## src/rtl/fetch_pc_gen_pkg.sv

```systemverilog
// Shared core types: the predictor update bus and the BTB entry layout,
// plus the defaults used by the fetch next-PC generator.
package core;

    localparam int          DEFAULT_BTB_IDX_BITS = 6;
    localparam int          DEFAULT_TAG_BITS     = 30 - DEFAULT_BTB_IDX_BITS;
    localparam logic [31:0] DEFAULT_RESET_PC     = 32'h0000_0000;

    typedef struct packed {
        logic [31:0] i_addr;
        logic        is_taken;
    } br_cntrl_bus_t;

    typedef struct packed {
        logic                        valid;
        logic [DEFAULT_TAG_BITS-1:0] tag;
        logic [29:0]                 target;
    } btb_entry_t;

endpackage

```

## src/rtl/fetch_pc_gen_btb_dm.sv

```systemverilog
// Direct-mapped branch target buffer: combinational read, synchronous write,
// and a synchronous clear of the valid bits only.
module btb_dm
    import core::*;
#(
    parameter int IDX_BITS = DEFAULT_BTB_IDX_BITS,
    parameter int TAG_BITS = 30 - IDX_BITS
) (
    input  logic                clk,
    input  logic                rst,
    input  logic [IDX_BITS-1:0] rd_idx_i,
    input  logic [TAG_BITS-1:0] rd_tag_i,
    output logic                rd_hit_o,
    output logic [29:0]         rd_target_o,
    input  logic                wr_en_i,
    input  logic [IDX_BITS-1:0] wr_idx_i,
    input  logic [TAG_BITS-1:0] wr_tag_i,
    input  logic [29:0]         wr_target_i
);

    localparam int ENTRIES = 1 << IDX_BITS;

    logic [ENTRIES-1:0] valid_q;
    logic [TAG_BITS-1:0] tag_q [ENTRIES];
    logic [29:0]         target_q [ENTRIES];

    always_ff @(posedge clk) begin
        if (rst) begin
            valid_q <= '0;
        end else if (wr_en_i) begin
            valid_q[wr_idx_i] <= 1'b1;
        end
    end

    // Tag/target storage is left unreset; a cleared valid bit masks stale contents.
    always_ff @(posedge clk) begin
        if (wr_en_i) begin
            tag_q[wr_idx_i]    <= wr_tag_i;
            target_q[wr_idx_i] <= wr_target_i;
        end
    end

    assign rd_hit_o    = valid_q[rd_idx_i] && (tag_q[rd_idx_i] == rd_tag_i);
    assign rd_target_o = target_q[rd_idx_i];

endmodule

```

## src/rtl/fetch_pc_gen.sv

```systemverilog
// Fetch-stage next-PC generator: BTB + same-cycle direction prediction,
// execute-stage mispredict redirect, and the registered predictor update bus.
module fetch_pc_gen
    import core::*;
#(
    parameter logic [31:0] RESET_PC     = DEFAULT_RESET_PC,
    parameter int          BTB_IDX_BITS = DEFAULT_BTB_IDX_BITS,
    parameter int          TAG_BITS     = 30 - BTB_IDX_BITS
) (
    input  logic          clk,
    input  logic          rst,
    input  logic          stall_i,
    output logic [31:0]   pc_o,
    output logic          fetch_valid_o,
    input  logic          prediction_i,
    output logic          pred_taken_o,
    output logic [31:0]   pred_target_o,
    input  logic          res_valid_i,
    input  logic [31:0]   res_pc_i,
    input  logic          res_taken_i,
    input  logic [31:0]   res_target_i,
    input  logic          res_pred_taken_i,
    input  logic [31:0]   res_pred_target_i,
    output logic          mispredict_o,
    output br_cntrl_bus_t upd_o,
    output logic          upd_valid_o
);

    logic [31:0]   pc_q, pc_d;
    logic          fetch_valid_q;
    br_cntrl_bus_t upd_q, upd_d;
    logic          upd_valid_q;

    logic          btbHit;
    logic [29:0]   btbTarget;
    logic [31:0]   correctPc;
    logic          btbWrite;

    assign btbWrite = res_valid_i & res_taken_i;

    btb_dm #(
        .IDX_BITS (BTB_IDX_BITS),
        .TAG_BITS (TAG_BITS)
    ) u_btb (
        .clk         (clk),
        .rst         (rst),
        .rd_idx_i    (pc_q[BTB_IDX_BITS+1:2]),
        .rd_tag_i    (pc_q[31:BTB_IDX_BITS+2]),
        .rd_hit_o    (btbHit),
        .rd_target_o (btbTarget),
        .wr_en_i     (btbWrite),
        .wr_idx_i    (res_pc_i[BTB_IDX_BITS+1:2]),
        .wr_tag_i    (res_pc_i[31:BTB_IDX_BITS+2]),
        .wr_target_i (res_target_i[31:2])
    );

    assign pred_target_o = btbHit ? {btbTarget, 2'b00} : 32'h0;
    assign pred_taken_o  = btbHit & prediction_i & fetch_valid_q;

    // A target mismatch only matters when the branch was actually taken.
    assign mispredict_o  = res_valid_i &
                           ((res_taken_i != res_pred_taken_i) |
                            (res_taken_i & (res_target_i != res_pred_target_i)));

    assign correctPc     = res_taken_i ? {res_target_i[31:2], 2'b00} : (res_pc_i + 32'd4);

    assign fetch_valid_o = fetch_valid_q & ~mispredict_o;
    assign pc_o          = pc_q;
    assign upd_o         = upd_q;
    assign upd_valid_o   = upd_valid_q;

    // Redirect beats stall, stall beats the predicted target.
    always_comb begin
        pc_d = pc_q + 32'd4;
        if (mispredict_o) begin
            pc_d = correctPc;
        end else if (stall_i) begin
            pc_d = pc_q;
        end else if (pred_taken_o) begin
            pc_d = pred_target_o;
        end
        pc_d[1:0] = 2'b00;
    end

    always_comb begin
        upd_d = upd_q;
        if (res_valid_i) begin
            upd_d.i_addr   = res_pc_i;
            upd_d.is_taken = res_taken_i;
        end
    end

    always_ff @(posedge clk) begin
        if (rst) begin
            pc_q          <= {RESET_PC[31:2], 2'b00};
            fetch_valid_q <= 1'b0;
            upd_q         <= '0;
            upd_valid_q   <= 1'b0;
        end else begin
            pc_q          <= pc_d;
            fetch_valid_q <= 1'b1;
            upd_q         <= upd_d;
            upd_valid_q   <= res_valid_i;
        end
    end

endmodule

```

## config.mk

```make
export PLATFORM = sky130hd
export DESIGN_NAME = fetch_pc_gen
export DESIGN_NICKNAME = d
export VERILOG_FILES = /design/src/rtl/fetch_pc_gen_pkg.sv /design/src/rtl/fetch_pc_gen_btb_dm.sv /design/src/rtl/fetch_pc_gen.sv
export SDC_FILE = /design/constraint.sdc
export NUM_CORES = 2
export LEC_CHECK = 0
export BUFFER_PORTS_ARGS = -buffer_cell sky130_fd_sc_hd__buf_2
export CORE_MARGIN = 3
export CORE_UTILIZATION = 60
export DETAILED_ROUTE_END_ITERATION = 7
export PLACE_DENSITY_LB_ADDON = 0.12
export SLEW_MARGIN = 20
export SYNTH_ARGS = -nofsm -noshare
export SYNTH_HDL_FRONTEND = slang
export SYNTH_HIERARCHICAL = 1
export SYNTH_SLANG_ARGS = --single-unit
```

## constraint.sdc

```tcl
create_clock -name clk -period 14.4 [get_ports clk]
set_input_delay 4.32 -clock clk [delete_from_list [all_inputs] [get_ports clk]]
set_output_delay 4.32 -clock clk [all_outputs]
set_load 0.05 [all_outputs]
```

# Word level (Yosys, flattened, before mapping)
# Memories as Yosys holds them, arrays and structs flattened. A register that Yosys moved wholly into a read port is not among the register bits.
# Cells that the tools add are included.
# totals
regBits	131
latchBits	0
ramBits	3456
rom_bits	0
inputBits	103
wordCells	45
memories	2
# op_classes
addsub	2
mul	0
div	0
order_cmp	3
eq_ne	4
n_shift	0
mux	16
n_bitwise	9
reduce_logical	2
# mem_list
memory	words	width	read_ports	rd_ports_with_merged_regs	wr	line_no	source
u_btb.target_q	64	30	1	1	1	fetch_pc_gen_btb_dm.sv:25	logic [29:0] target_q [ENTRIES];
u_btb.tag_q	64	24	1	1	1	fetch_pc_gen_btb_dm.sv:24	logic [TAG_BITS-1:0] tag_q [ENTRIES];
# op_table
operator	n
two-way mux 32 bit	5
adder 32 x 3 -> 32 bit, second input constant	2
OR 64 bit	1
!= test 32 bit	1
== test 24 bit	1
two-way mux 6 bit	4
< comparator 6 x 7 -> 1 bit, second input constant	2
bitwise AND 1 bit	6
binary-select mux 1 bit (select 6 bit)	1
demux 1 bit (select 6 bit)	1
greater-or-equal comparator 6 x 1 -> 1 bit, second input constant	1
two-way mux 1 bit	5
logical AND 1 bit	2
!= test 2 x 1 -> 1 bit, second input constant	1
!= test 1 bit	1
inverter 1 bit	1
OR 1 bit	1

# Longest topological paths before layout
# depth
depth_word	10
mapped_depth	23
depth_no_buf	16

# Cells and area by module
# The synthesis kept the hierarchy.
# by_module_without_submodules
mod	n_inst	cells_each	area_per_inst_um2
btb_dm	1	5629	134191.2
fetch_pc_gen	1	649	5053.6

# Least setup slack after synthesis
# Ideal clock, no wire load.
# synth_path
path_type	input to output
from	input port res_pred_target_i[31]
to	output port fetch_valid_o
arrival_ns	5.683
setup_slack_ns	4.397
stages	6
n_path_buf	0
cell_sequence	xnor2_1 > nand4_1 > nor4_4 > nand4b_4 > nand2_4 > and2_1
# synth_between
elab_chain_len	6
# synth_lines
item	line_no	source
from (decl)	fetch_pc_gen.sv:23	input logic [31:0] res_pred_target_i,
!= test 32 bit	fetch_pc_gen.sv:63	(res_taken_i & (res_target_i != res_pred_target_i)));
bitwise AND 1 bit	fetch_pc_gen.sv:63	
OR 1 bit	fetch_pc_gen.sv:62	((res_taken_i != res_pred_taken_i) |
bitwise AND 1 bit	fetch_pc_gen.sv:61	assign mispredict_o = res_valid_i &
inverter 1 bit	fetch_pc_gen.sv:67	assign fetch_valid_o = fetch_valid_q & ~mispredict_o;
bitwise AND 1 bit	fetch_pc_gen.sv:67	
to (decl)	fetch_pc_gen.sv:14	output logic fetch_valid_o,
# Every way passes these cells.

# Worst setup path in the final report
# layout_path
from	register pc_q[3] (netlist: pc_o[3])
to	output port pred_taken_o
# layout_between
elab_chain_len	5
# layout_lines
item	line_no	source
from (decl)	fetch_pc_gen.sv:29	logic [31:0] pc_q, pc_d;
from (signal assigned)	fetch_pc_gen.sv:95	pc_q <= {RESET_PC[31:2], 2'b00};
from (signal assigned)	fetch_pc_gen.sv:100	pc_q <= pc_d;
binary-select mux 1 bit (select 6 bit)	fetch_pc_gen_btb_dm.sv:43	assign rd_hit_o = valid_q[rd_idx_i] && (tag_q[rd_idx_i] == rd_tag_i);
two-way mux 1 bit (not written as such)	fetch_pc_gen_btb_dm.sv:43	
logical AND 1 bit	fetch_pc_gen_btb_dm.sv:43	
via btbHit	fetch_pc_gen.sv:34	logic btbHit;
bitwise AND 1 bit (2 in a row)	fetch_pc_gen.sv:58	assign pred_taken_o = btbHit & prediction_i & fetch_valid_q;
to (decl)	fetch_pc_gen.sv:16	output logic pred_taken_o,
# The timed path passes the listed nets, and every way through them passes these cells. The select of a mux whose other input is x is not followed.

==> results.md <==
- Mapped Area: 0.1392 mm2
- RSZ-0062 raised after global routing: false
- Port bufs: a little under 200
- First-pass GRT wire length: 581700 um
- Hold crit path type: register to register
- Critical Path Sink: pred_taken_o
- Reg area: 0.1064 mm2
- TritonCTS Buffers: 364
- Rows: 176
- Fmax: 0.08156 GHz
- Starting Density: 0.6045
- # nets final: 6879
- Post-synthesis compound-gate area fraction: 0.01953
- Leak: 48.72 nW
- Placer congestion estimate: 0.9603
- Post-synthesis sequential area ratio: 0.7638
- Vias in the first global route: 71140
- Proportion of synthesized area in mux cells: 0.1749
- Setup violators final: 0
- Max-cap violations: 0
- H-tree depth: 5
- Cells after synthesis: roughly 6300
- CORE AREA: 0.2303 mm2
- Vias per cell: 7.304
- # IOs: 204
- Die X: between 400 and 500 um
- Final wirelength: 425900 um
- Die Area: approximately 0.24 mm2
- Via Count: approximately 74000
- Maximum vdd drop: 0.1172 mV
- Crit path kind: register to primary output
- Share of layout cells above drive strength 1: 0.2956
- Setup crit start: pc_o[3]
- Worst EP required: slightly above 10 ns
- Synth warn: 6
- EDFF count, synth: 3456
- Post-CTS Resized: 0
- Overall power: ~22 mW
- Pin count of the biggest net entering global routing: 133
- Fillers: between 10000 and 15000
- Post-synth cell types: 88
- DR pass1 iterations: 6
- CP arrival: between 7 and 8 ns
- Worst-Skew Late Latency: 0.98 ns
- Min cycle time layout: roughly 12 ns
- Initial antenna violation count: 24
- Largest fanout on the critical path: 57
- Worst clock skew: 0.04849 ns
- Final hold vios: 0
- Largest family of logic cells by synthesized area: multiplexers
- P per Cell Area: 142.4 mW/mm2
- CTS tree: built
- Crit path largest cell delay: 0.90 ns
- Worst R2R Setup Slack: about 7.0 ns
- Worst R2R Path Depth: 20
- Reg2reg start: pc_o[3]
- CTS clk-pin slew, worst paths: about 0.060 ns
- CP endpoint kind: primary output
- Area of the multi-input gates: 0.03162 mm2
- CTS Buffer Depth: 4
- Crit-path slowest cell: a2111oi_0
- Slew @ Worst Pin: approximately 1.3 ns
- Synth Area in XOR/XNOR: 0.004843
- Fin crit share: 0.8514
- Die Ht: 487.7 um
- Seq cells post-synth: around 3600
- Avg WL per Cell: 42.18 um
- Slew Viols, Final: 0
- DP HPWL: approximately 230000 um
- GR Overflow Total: 0
- DRC: 0
- Startpoint Class: register
- Adder-Cell Fraction of Synth Area: 0.0001797
- Simple-gate share of the synthesized area: 0.02381
- Post-synth ARST share: 0
- CTS Sinks: 3585
- R2r endpoint: pc_o[10]
- Gr usage total: 0.3623
- Area delta synth->final: 12.43%
- # hold bufs at CTS: 0
- # Post-CTS Setup Buffers: 0
- CP most frequent cell: buf_4
- Post-Route Setup TNS: 0 ns
- Status: finished, final reports clean
- 1st-iter DRT viols: 12480
- Syn Area/Cell: 22.18 um2
- Slew HR: 0.1658
- CTS Root Cell: clkbuf_16
- Most common flop cell mapped by yosys: edfxtp_1
- ANT nets after route: 0
- Crit path cell chain: buf_4, clkinv_1, buf_4, mux2i_1, nor3_1, a2111oi_0, a21oi_1, xor2_1, nor4_1, nand4b_1, nor4_4, buf_4, nand3_2, buf_4, inv_1, buf_2
## cells by family (layout without fill, tap and decap cells)
group,Yosys count,in the layout
buffers and inverters,366,1135
AOI/OAI and AO/OA,381,381
adders and majority gates,2,2
and+or+nand+nor,697,697
muxes,1169,1169
DFF,3585,3585
xor gates and xnor gates,77,77
other,1,24
## sequential cells by signal, indices dropped and copies added, names as in the netlist
| register | count |
|---|---|
| upd_o | 33 |
| u_btb/target_q | 1920 |
| u_btb/valid_q | 64 |
| u_btb/tag_q | 1536 |
| fetch_valid_q | 1 |
| pc_o | 30 |
| upd_valid_o | 1 |
## area by class of cell
type	count	share of cell area
Clock inverter	197	0.01169
Timing Repair Buffer	478	0.02116
Multi-Input combinational cell	2330	0.2019
Clock buffer	445	0.06078
Tap cell	3026	0.02418
Sequential cell	3585	0.6795
Antenna cell	20	0.0003197
Inverter	15	0.0003916
## critical path, delay by kind of cell, from the launching register on
family / cells / cell delay [ns]
buffers and inverters: 7 / 3.57
AO/OA/AOI/OAI: 2 / 1.19
AND/OR/NAND/NOR: 5 / 0.95
flip-flops: 1 / 0.63
XOR/XNOR: 1 / 0.26
multiplexers: 1 / 0.23
## through the flow
stage	utilization	hold WS [ns]	cell area, um2	cells	setup WS [ns]
global route	0.6795	0.4876	156500	10080	2.034
floorplan	-	0.4348	139300	6281	4.397
finish	0.6797	0.4663	156600	10100	2.139
CTS	0.6791	0.4728	156400	10070	2.257
global placement	0.6296	0.4440	145000	9428	2.240
detailed placement	0.6298	0.4592	145100	9431	2.255
## where the power goes
group          leakage (nW)  switching [mW]  internal (mW)  total (mW)
combinational          11.1           0.992          0.629        1.62
sequential             32.1          0.0548           11.5        11.5
clock                  5.52            3.85           5.29        9.13
## synth_stat cells (24+ instances only)
| cell | number | area [um2] |
|---|---|---|
| a21oi_1 | 57 | 285.3 |
| a22oi_1 | 34 | 255.2 |
| a31oi_1 | 31 | 193.9 |
| and2_1 | 39 | 244.0 |
| buf_1 | 46 | 172.7 |
| buf_2 | 90 | 450.4 |
| buf_4 | 24 | 180.2 |
| buf_6 | 25 | 281.5 |
| clkbuf_1 | 164 | 615.6 |
| dfxtp_1 | 129 | 2582 |
| edfxtp_1 | 3456 | 103800 |
| mux2i_1 | 146 | 1461 |
| mux4_2 | 992 | 22340 |
| nand2_1 | 121 | 454.2 |
| nand3_1 | 61 | 305.3 |
| nand4_1 | 37 | 231.5 |
| nor2_1 | 309 | 1160 |
| nor3_1 | 35 | 175.2 |
| o21ai_0 | 46 | 230.2 |
| o221ai_1 | 33 | 289.0 |
| o22ai_1 | 32 | 200.2 |
| xnor2_1 | 31 | 271.5 |
| xor2_1 | 46 | 402.9 |
## per-layer routing
| metal | up-vias | routed length, um | global-route usage |
|---|---|---|---|
| met1 | 39320 | 149100 | 0.5074 |
| li1 | 27640 | - | - |
| met3 | 1041 | 58130 | 0.1075 |
| met2 | 5733 | 194500 | 0.5322 |
| met5 | - | 52 | 0 |
| met4 | 8 | 24090 | 0.1735 |
## how the worst min path moves through the flow
| stage | start | endpoint | cells after the start |
|---|---|---|---|
| global route | u_btb/valid_q[18] | u_btb/valid_q[18] | 2 |
| global placement | u_btb/valid_q[10] | u_btb/valid_q[10] | 2 |
| detailed placement | u_btb/valid_q[30] | u_btb/valid_q[30] | 2 |
| floorplan | u_btb/valid_q[10] | u_btb/valid_q[10] | 2 |
| finish | u_btb/valid_q[14] | u_btb/valid_q[14] | 2 |
| CTS | u_btb/valid_q[30] | u_btb/valid_q[30] | 2 |
## placed cells by master (no fill, tap or decap), types with 37 or more instances in the layout
| cell | Yosys | layout |
|---|---|---|
| edfxtp_1 | 3456 | 3456 |
| mux4_2 | 992 | 992 |
| clkbuf_16 | 0 | 366 |
| buf_4 | 24 | 265 |
| nor2_1 | 309 | 243 |
| buf_2 | 90 | 195 |
| mux2i_1 | 146 | 146 |
| dfxtp_1 | 129 | 123 |
| nand2_1 | 121 | 121 |
| clkinv_1 | 2 | 84 |
| clkbuf_1 | 164 | 73 |
| nor2_4 | 1 | 65 |
| nand3_1 | 61 | 60 |
| a21oi_1 | 57 | 57 |
| clkinv_2 | 0 | 52 |
| xor2_1 | 46 | 46 |
| o21ai_0 | 46 | 46 |
| and2_1 | 39 | 40 |
| nand4_1 | 37 | 37 |
No activity file was read; power rests on OpenSTA's default activity.
